==> src/rtl/mac_channel_acc.sv <==
// Sequential K x K multiply-accumulate across a runtime number of input channels,
// LANES products per beat, with bias preload on the first channel and optional ReLU.
module mac_channel_acc #(
  parameter int KERNEL_SIZE   = 5,
  parameter int DATA_WIDTH    = 8,
  parameter int LANES         = 5,
  parameter int MAX_CHANNELS  = 16,
  localparam int NUM_PRODUCTS = KERNEL_SIZE * KERNEL_SIZE,
  localparam int ACC_WIDTH    = 2 * DATA_WIDTH + $clog2(NUM_PRODUCTS) + $clog2(MAX_CHANNELS),
  localparam int CH_W         = $clog2(MAX_CHANNELS + 1)
) (
  input  logic                           clk,
  input  logic                           rst,
  input  logic                           in_valid,
  output logic                           in_ready,
  input  logic signed [DATA_WIDTH-1:0]   feature [0:KERNEL_SIZE-1][0:KERNEL_SIZE-1],
  input  logic signed [DATA_WIDTH-1:0]   kernel  [0:KERNEL_SIZE-1][0:KERNEL_SIZE-1],
  input  logic        [CH_W-1:0]         num_channels,
  input  logic signed [2*DATA_WIDTH-1:0] bias,
  input  logic                           relu_en,
  output logic                           out_valid,
  input  logic                           out_ready,
  output logic signed [ACC_WIDTH-1:0]    result
);

  localparam int BEATS  = (NUM_PRODUCTS + LANES - 1) / LANES;
  localparam int PAD_N  = BEATS * LANES;
  localparam int BEAT_W = (BEATS > 1) ? $clog2(BEATS) : 1;
  localparam int PROD_W = 2 * DATA_WIDTH;

  typedef enum logic [1:0] {S_IDLE, S_MAC, S_DONE} state_t;

  state_t                        state_q;
  logic        [BEAT_W-1:0]      beat_q;
  logic        [CH_W-1:0]        ch_cnt_q;
  logic        [CH_W-1:0]        nch_q;
  logic                          relu_q;
  logic signed [ACC_WIDTH-1:0]   acc_q;
  logic signed [ACC_WIDTH-1:0]   acc_d;
  logic signed [ACC_WIDTH-1:0]   beat_sum;
  logic signed [ACC_WIDTH-1:0]   result_q;
  logic signed [DATA_WIDTH-1:0]  feat_q [0:PAD_N-1];
  logic signed [DATA_WIDTH-1:0]  kern_q [0:PAD_N-1];
  logic                          accept;
  logic                          last_beat;
  logic                          last_ch;

  function automatic logic signed [ACC_WIDTH-1:0] sext_prod(input logic signed [PROD_W-1:0] v);
    return {{(ACC_WIDTH - PROD_W){v[PROD_W-1]}}, v};
  endfunction

  function automatic logic signed [ACC_WIDTH-1:0] relu_clamp(input logic signed [ACC_WIDTH-1:0] v,
                                                            input logic en);
    return (en && v[ACC_WIDTH-1]) ? '0 : v;
  endfunction

  function automatic logic [CH_W-1:0] clamp_ch(input logic [CH_W-1:0] n);
    if (n == '0) return CH_W'(1);
    if (n > CH_W'(MAX_CHANNELS)) return CH_W'(MAX_CHANNELS);
    return n;
  endfunction

  assign in_ready  = (state_q == S_IDLE);
  assign out_valid = (state_q == S_DONE);
  assign result    = result_q;
  assign accept    = in_valid && (state_q == S_IDLE);
  assign last_beat = (beat_q == BEAT_W'(BEATS - 1));
  assign last_ch   = (ch_cnt_q == nch_q - CH_W'(1));

  // Beat stage: lanes always read the head of the shifting operand queue
  always_comb begin
    beat_sum = '0;
    for (int l = 0; l < LANES; l++)
      beat_sum = beat_sum + sext_prod(PROD_W'(feat_q[l]) * PROD_W'(kern_q[l]));
    acc_d = acc_q + beat_sum;
  end

  // Operand queue: row-major load on accept, padding lanes zeroed, shift by LANES per beat
  always_ff @(posedge clk) begin
    if (accept) begin
      for (int i = 0; i < KERNEL_SIZE; i++) begin
        for (int j = 0; j < KERNEL_SIZE; j++) begin
          feat_q[i*KERNEL_SIZE + j] <= feature[i][j];
          kern_q[i*KERNEL_SIZE + j] <= kernel[i][j];
        end
      end
      for (int p = NUM_PRODUCTS; p < PAD_N; p++) begin
        feat_q[p] <= '0;
        kern_q[p] <= '0;
      end
    end else if (state_q == S_MAC) begin
      for (int p = 0; p < PAD_N - LANES; p++) begin
        feat_q[p] <= feat_q[p + LANES];
        kern_q[p] <= kern_q[p + LANES];
      end
    end
  end

  // Control and accumulator
  always_ff @(posedge clk) begin
    if (rst) begin
      state_q  <= S_IDLE;
      beat_q   <= '0;
      ch_cnt_q <= '0;
      nch_q    <= CH_W'(1);
      relu_q   <= 1'b0;
      acc_q    <= '0;
      result_q <= '0;
    end else begin
      case (state_q)
        S_IDLE: begin
          if (in_valid) begin
            beat_q  <= '0;
            state_q <= S_MAC;
            if (ch_cnt_q == '0) begin
              acc_q  <= sext_prod(bias);
              nch_q  <= clamp_ch(num_channels);
              relu_q <= relu_en;
            end
          end
        end
        S_MAC: begin
          acc_q <= acc_d;
          if (last_beat) begin
            if (last_ch) begin
              result_q <= relu_clamp(acc_d, relu_q);
              state_q  <= S_DONE;
            end else begin
              ch_cnt_q <= ch_cnt_q + CH_W'(1);
              state_q  <= S_IDLE;
            end
          end else begin
            beat_q <= beat_q + BEAT_W'(1);
          end
        end
        S_DONE: begin
          if (out_ready) begin
            ch_cnt_q <= '0;
            state_q  <= S_IDLE;
          end
        end
        default: state_q <= S_IDLE;
      endcase
    end
  end

endmodule

==> config.mk <==
export PLATFORM = sky130hd
export DESIGN_NAME = mac_channel_acc
export DESIGN_NICKNAME = d
export VERILOG_FILES = /design/src/rtl/mac_channel_acc.sv
export SDC_FILE = /design/constraint.sdc
export NUM_CORES = 2
export LEC_CHECK = 0
export BUFFER_PORTS_ARGS = -buffer_cell sky130_fd_sc_hd__buf_4
export CORE_ASPECT_RATIO = 0.9
export CORE_UTILIZATION = 35
export DETAILED_ROUTE_END_ITERATION = 12
export HOLD_SLACK_MARGIN = 0.03
export RECOVER_POWER = 25
export SLEW_MARGIN = 0
export SYNTH_ARGS = -nofsm -noshare
export SYNTH_HDL_FRONTEND = slang
export SYNTH_SLANG_ARGS = --single-unit
==> constraint.sdc <==
create_clock -name clk -period 9.5 [get_ports clk]
set_clock_uncertainty 0.15 [all_clocks]
set_input_delay 0.475 -clock clk [delete_from_list [all_inputs] [get_ports clk]]
set_output_delay 0.475 -clock clk [all_outputs]
set_load 0.01 [all_outputs]
After elaboration in Yosys (flattened, before gate mapping)
Memories as Yosys holds them, arrays and structs flattened.
Cells that the tools add are included.
W data, S select, Z words.
{"block": "totals", "register_bits": 66, "output_inout_bits": 27, "inputBits": 426, "ram_bits": 400, "memories": 2}
{"memory": "feat_q", "depth": 25, "width": 8, "rd": 25, "rd_clocked_by_memory_dff": 0, "wr": 25, "line_no": "42", "rtl": "logic signed [DATA_WIDTH-1:0] feat_q [0:PAD_N-1];"}
{"memory": "kern_q", "depth": 25, "width": 8, "rd": 25, "rd_clocked_by_memory_dff": 0, "wr": 25, "line_no": "43", "rtl": "logic signed [DATA_WIDTH-1:0] kern_q [0:PAD_N-1];"}
{"block": "classes", "n_bitwise": 40, "n_addsub": 8, "n_mul": 5, "reduce_logical": 13, "order_cmp": 1, "eq_ne": 10, "mux": 76}
{"operator": "$mux W8", "n": 40}
{"operator": "$mul A8 B8 Y16", "n": 5}
{"operator": "$mux W25", "n": 3}
{"operator": "$pmux W25 S2", "n": 1}
{"operator": "$or A1 B1 Y1", "n": 40}
{"operator": "$mux W5", "n": 7}
{"operator": "$add A25 B20 Y25", "n": 1}
{"operator": "$add A19 B16 Y20", "n": 1}
{"operator": "$add A18 B16 Y19", "n": 1}
{"operator": "$add A17 B16 Y18", "n": 1}
{"operator": "$add A16 B16 Y17", "n": 1}
{"operator": "$mux W1", "n": 16}
{"operator": "$reduce_and A3 Y1", "n": 5}
{"operator": "$logic_not A5 Y1", "n": 2}
{"operator": "$pmux W5 S2", "n": 1}
{"operator": "$mux W2", "n": 4}
{"operator": "$ne A2 B2 Y1 const B", "n": 4}
{"operator": "$mux W3", "n": 2}
{"operator": "$pmux W2 S3", "n": 1}
{"operator": "$pmux W3 S2", "n": 1}
{"operator": "$add A5 B1 Y5 const B", "n": 1}
{"operator": "$eq A5 B5 Y1", "n": 1}
{"operator": "$gt A5 B5 Y1 const B", "n": 1}
{"operator": "$sub A5 B1 Y5 const B", "n": 1}
{"operator": "other kinds (9)", "n": 12}

Logic depth before layout (Yosys ltp)
{"block": "depth", "ltp_word": 13, "mapped_depth": 27, "depth_no_buf": 25}

Worst setup path before layout
Ideal clock, no wire load.
{"block": "synth_path", "kind": "register -> register", "startpoint": "reg state_q[1]", "endpoint": "mem feat_q[0][0] (enable)", "stages_incl_launch_ff": 6, "t_required_ns": 6.980, "arrival_ns": 6.457, "setup_slack_ns": 0.523, "setup_time_ns": 2.370, "path_cell_list": "dfxtp_1 nand2b_1 clkbuf_1 clkbuf_1 clkbuf_1 nand2_1"}
{"item": "start: declaration", "line_no": "33", "rtl": "state_t state_q;"}
{"item": "start signal: assignment", "line_no": "102", "rtl": "state_q <= S_IDLE;"}
{"item": "start signal: assignment", "line_no": "114", "rtl": "state_q <= S_MAC;"}
{"item": "start signal: assignment", "line_no": "127", "rtl": "state_q <= S_DONE;"}
{"item": "end: declaration", "line_no": "42"}

==> reports/results.tsv <==
metric	value	unit
status	finished with violations	
failing checks	max-capacitance violations, max-slew violations	
cts bufs inserted	52	
Cells after Synth	3311	
clock tree buffer depth	3	
final core occ	45.3	%
Slew Viols, Final	355	
CTS Sinks	466	
simple-gate share of the synthesized area	16.7	%
routed vias/inst	4.56	
Initial Util	35.3	%
worst-path fanout max	24	
Max Used Layer	met5	
Tmin final	9.04	ns
GRT Util Overall	20.0	%
Fill cells	9110	
XOR/XNOR Fraction of Synth Area	1.10	%
core area	0.0983	mm^2
WL final	101000	um
largest net degree at the start of global routing	187	
Final Hold Fails	0	
CP Capture Type	flop	
Final nets	5146	
cell count of the worst hold path	3	
post-DP HPWL	77800	um
Root Buffer	clkbuf_16	
io pins	453	
Die W	334	um
R2R cell count	23	
mux contribution to synthesized area	0.497	%
H-tree levels	2	
Seq/Total Area, Yosys	38.4	%
final number of setup-violating endpoints	0	
Critical Path RT	9.89	ns
Slew headroom	-158	%
worst r2r dst	result[23]$_SDFFE_PP0P_	
GPL Wtd Cong	0.936	
Max-cap violations	6	
syn nets	4378	
yosys warns	0	
DRC Markers	0	
worst min path class	input port to flop	
Worst-path clk slew	0.06	ns
Yosys reg bits	466	
DRT Pass-1 Iters	5	
area leader, netlist	edfxtp_1	
Resize count post-CTS	0	
synth cell count leaders	1,090 x nand2_1, 522 x inv_1, 486 x fa_1, 400 x edfxtp_1, 172 x and2_1	
Compound-Gate Fraction of Synth Area	3.05	%
latest clock arrival within the worst-skew pair	0.60	ns
prevailing post-synth register cell	edfxtp_1	
Arrival @ worst endpoint	9.42	ns
Cell variety after synth	60	
RR Startpoint	feat_q[0][39]$_DFFE_PP_	
setup tns final	0	ns
share of cells above drive strength 1	12.8	%
initial antenna violation count	6	
first-pass GRT wire length	152000	um
input/output buffers	452	
EDFF count, synth	400	
hold path start	feature[172]	
largest family of logic cells by synthesized area	adder cells	
synth top area cells	edfxtp_1 35%, fa_1 28%, nand2_1 12%	
period utilization	95.1	%
FF/Latch Area	0.0133	mm^2
wire per inst	18.5	um
post-synth top area share	34.6	%
met3 wire length	6500	um
synthesis-to-layout area growth	28.3	%
vias after detailed routing	24859	
Avg Inst Size Synth	10.5	um^2
initial DRC count	1589	
footprint of the multi-input gates	0.0191	mm^2
WHS Endpoint	feat_q[0][28]$_DFFE_PP_	
Mapped Area	0.0348	mm^2
ys async rst share	0	%
count leader, synth	nand2_1	
setup slack, reg-to-reg	0.46	ns
met2 wire len	48600	um
fmax	111	MHz
RSZ-0062 raised after global routing	no	
Worst-Margin Slew	3.87	ns
total congestion overflow	0	
Critical Path Start Type	flop	
CTS tree	done	
post-route ant nets	0	
Crit Path Class	flop to flop	
M1 wire length	42600	um
vias in the first global route	25995	
Cell Rows	109	
post-synthesis adder-cell area fraction	33.6	%
die footprint	0.101	mm^2
Die H	301	um
## cell families after synthesis
kind of cell	after synthesis
mux	17
buf+inv	619
flops	466
simple gates	1381
compound gates	145
fa+ha+maj	641
xor+xnor	42
## per-stage QoR
stage	std cells	hold WS [ns]	setup WS [ns]	cell area (um^2)
after CTS	5453	0.0319	0.476	44700
after floorplan	3311	0.303	0.523	34800
after global placement	5013	0.317	0.617	39600
final	5457	0.0429	0.464	44600
after detailed placement	5013	0.318	0.495	39600
after global routing	5454	0.0459	0.0610	44600
## worst max-delay path by stage
stage,startpoint,endpoint,slack [ns]
after floorplan,state_q[1]$_SDFFE_PP0P_,feat_q[0][0]$_DFFE_PP_,0.52
after global placement,feat_q[0][39]$_DFFE_PP_,result[5]$_SDFFE_PP0P_,0.62
after detailed placement,feat_q[0][39]$_DFFE_PP_,result[15]$_SDFFE_PP0P_,0.49
after CTS,feat_q[0][39]$_DFFE_PP_,result[15]$_SDFFE_PP0P_,0.48
after global routing,feat_q[0][39]$_DFFE_PP_,result[13]$_SDFFE_PP0P_,0.06
final,feat_q[0][39]$_DFFE_PP_,result[23]$_SDFFE_PP0P_,0.46
## sequential cells by signal (all words and copies together) (netlist names)
signal,count
acc_q,25
state_q,2
result,25
nch_q,5
feat_q,200
beat_q,3
kern_q,200
relu_q,1
ch_cnt_q,5
## what timing repair did
action / in CTS / in global routing
endpoints found under the hold margin: 344 / 0
hold buffers: 344 / 0
setup buffers: 0 / 0
## critical path: stages, from the launching register on
cell and delay, ns:
edfxtp_1 0.51, nand2_1 0.38, fa_1 0.52, fa_1 0.55, inv_1 0.05, fa_1 0.49, inv_1 0.06, fa_1 0.50
fa_1 0.55, inv_1 0.07, fa_1 0.55, fa_1 0.43, fa_1 0.52, inv_1 0.06, fa_1 0.48, inv_1 0.04
ha_1 0.33, a211o_1 0.34, a2111o_1 0.40, o221ai_4 0.28, o311a_1 0.28, o21ai_2 0.11, a2111oi_4 1.07, a22o_1 0.26
## routing by layer
layer,global-route usage [%],vias to the layer above
li1,-,11792
met1,26.4,12192
met2,33.2,722
met3,3.80,151
met4,6.24,2
met5,0,-
## layout make-up
cell class / count / share of cell area [%]
multi-input cells: 2226 / 42.8
repair buffers: 809 / 15.4
well taps: 1332 / 3.74
flip-flops and latches: 466 / 29.9
clock buffers: 63 / 3.06
inverters: 524 / 4.41
clock inverters: 33 / 0.665
diodes: 4 / 0.0225
## layout by cell type (no fill, tap or decap), types with 31 or more instances in the layout
master and count:
clkbuf_1 38, fa_1 486, inv_1 522, a21oi_1 31
and2_1 172, buf_4 353, xnor2_1 31, clkbuf_16 52
dfxtp_1 66, ha_1 155, clkbuf_4 80, dlygate4sd3_1 344
nand2_1 1089, nor2_1 38, edfxtp_1 400
Power is not shown: default switching activity piles up to over one toggle a cycle in this logic, so the estimate is an artifact.
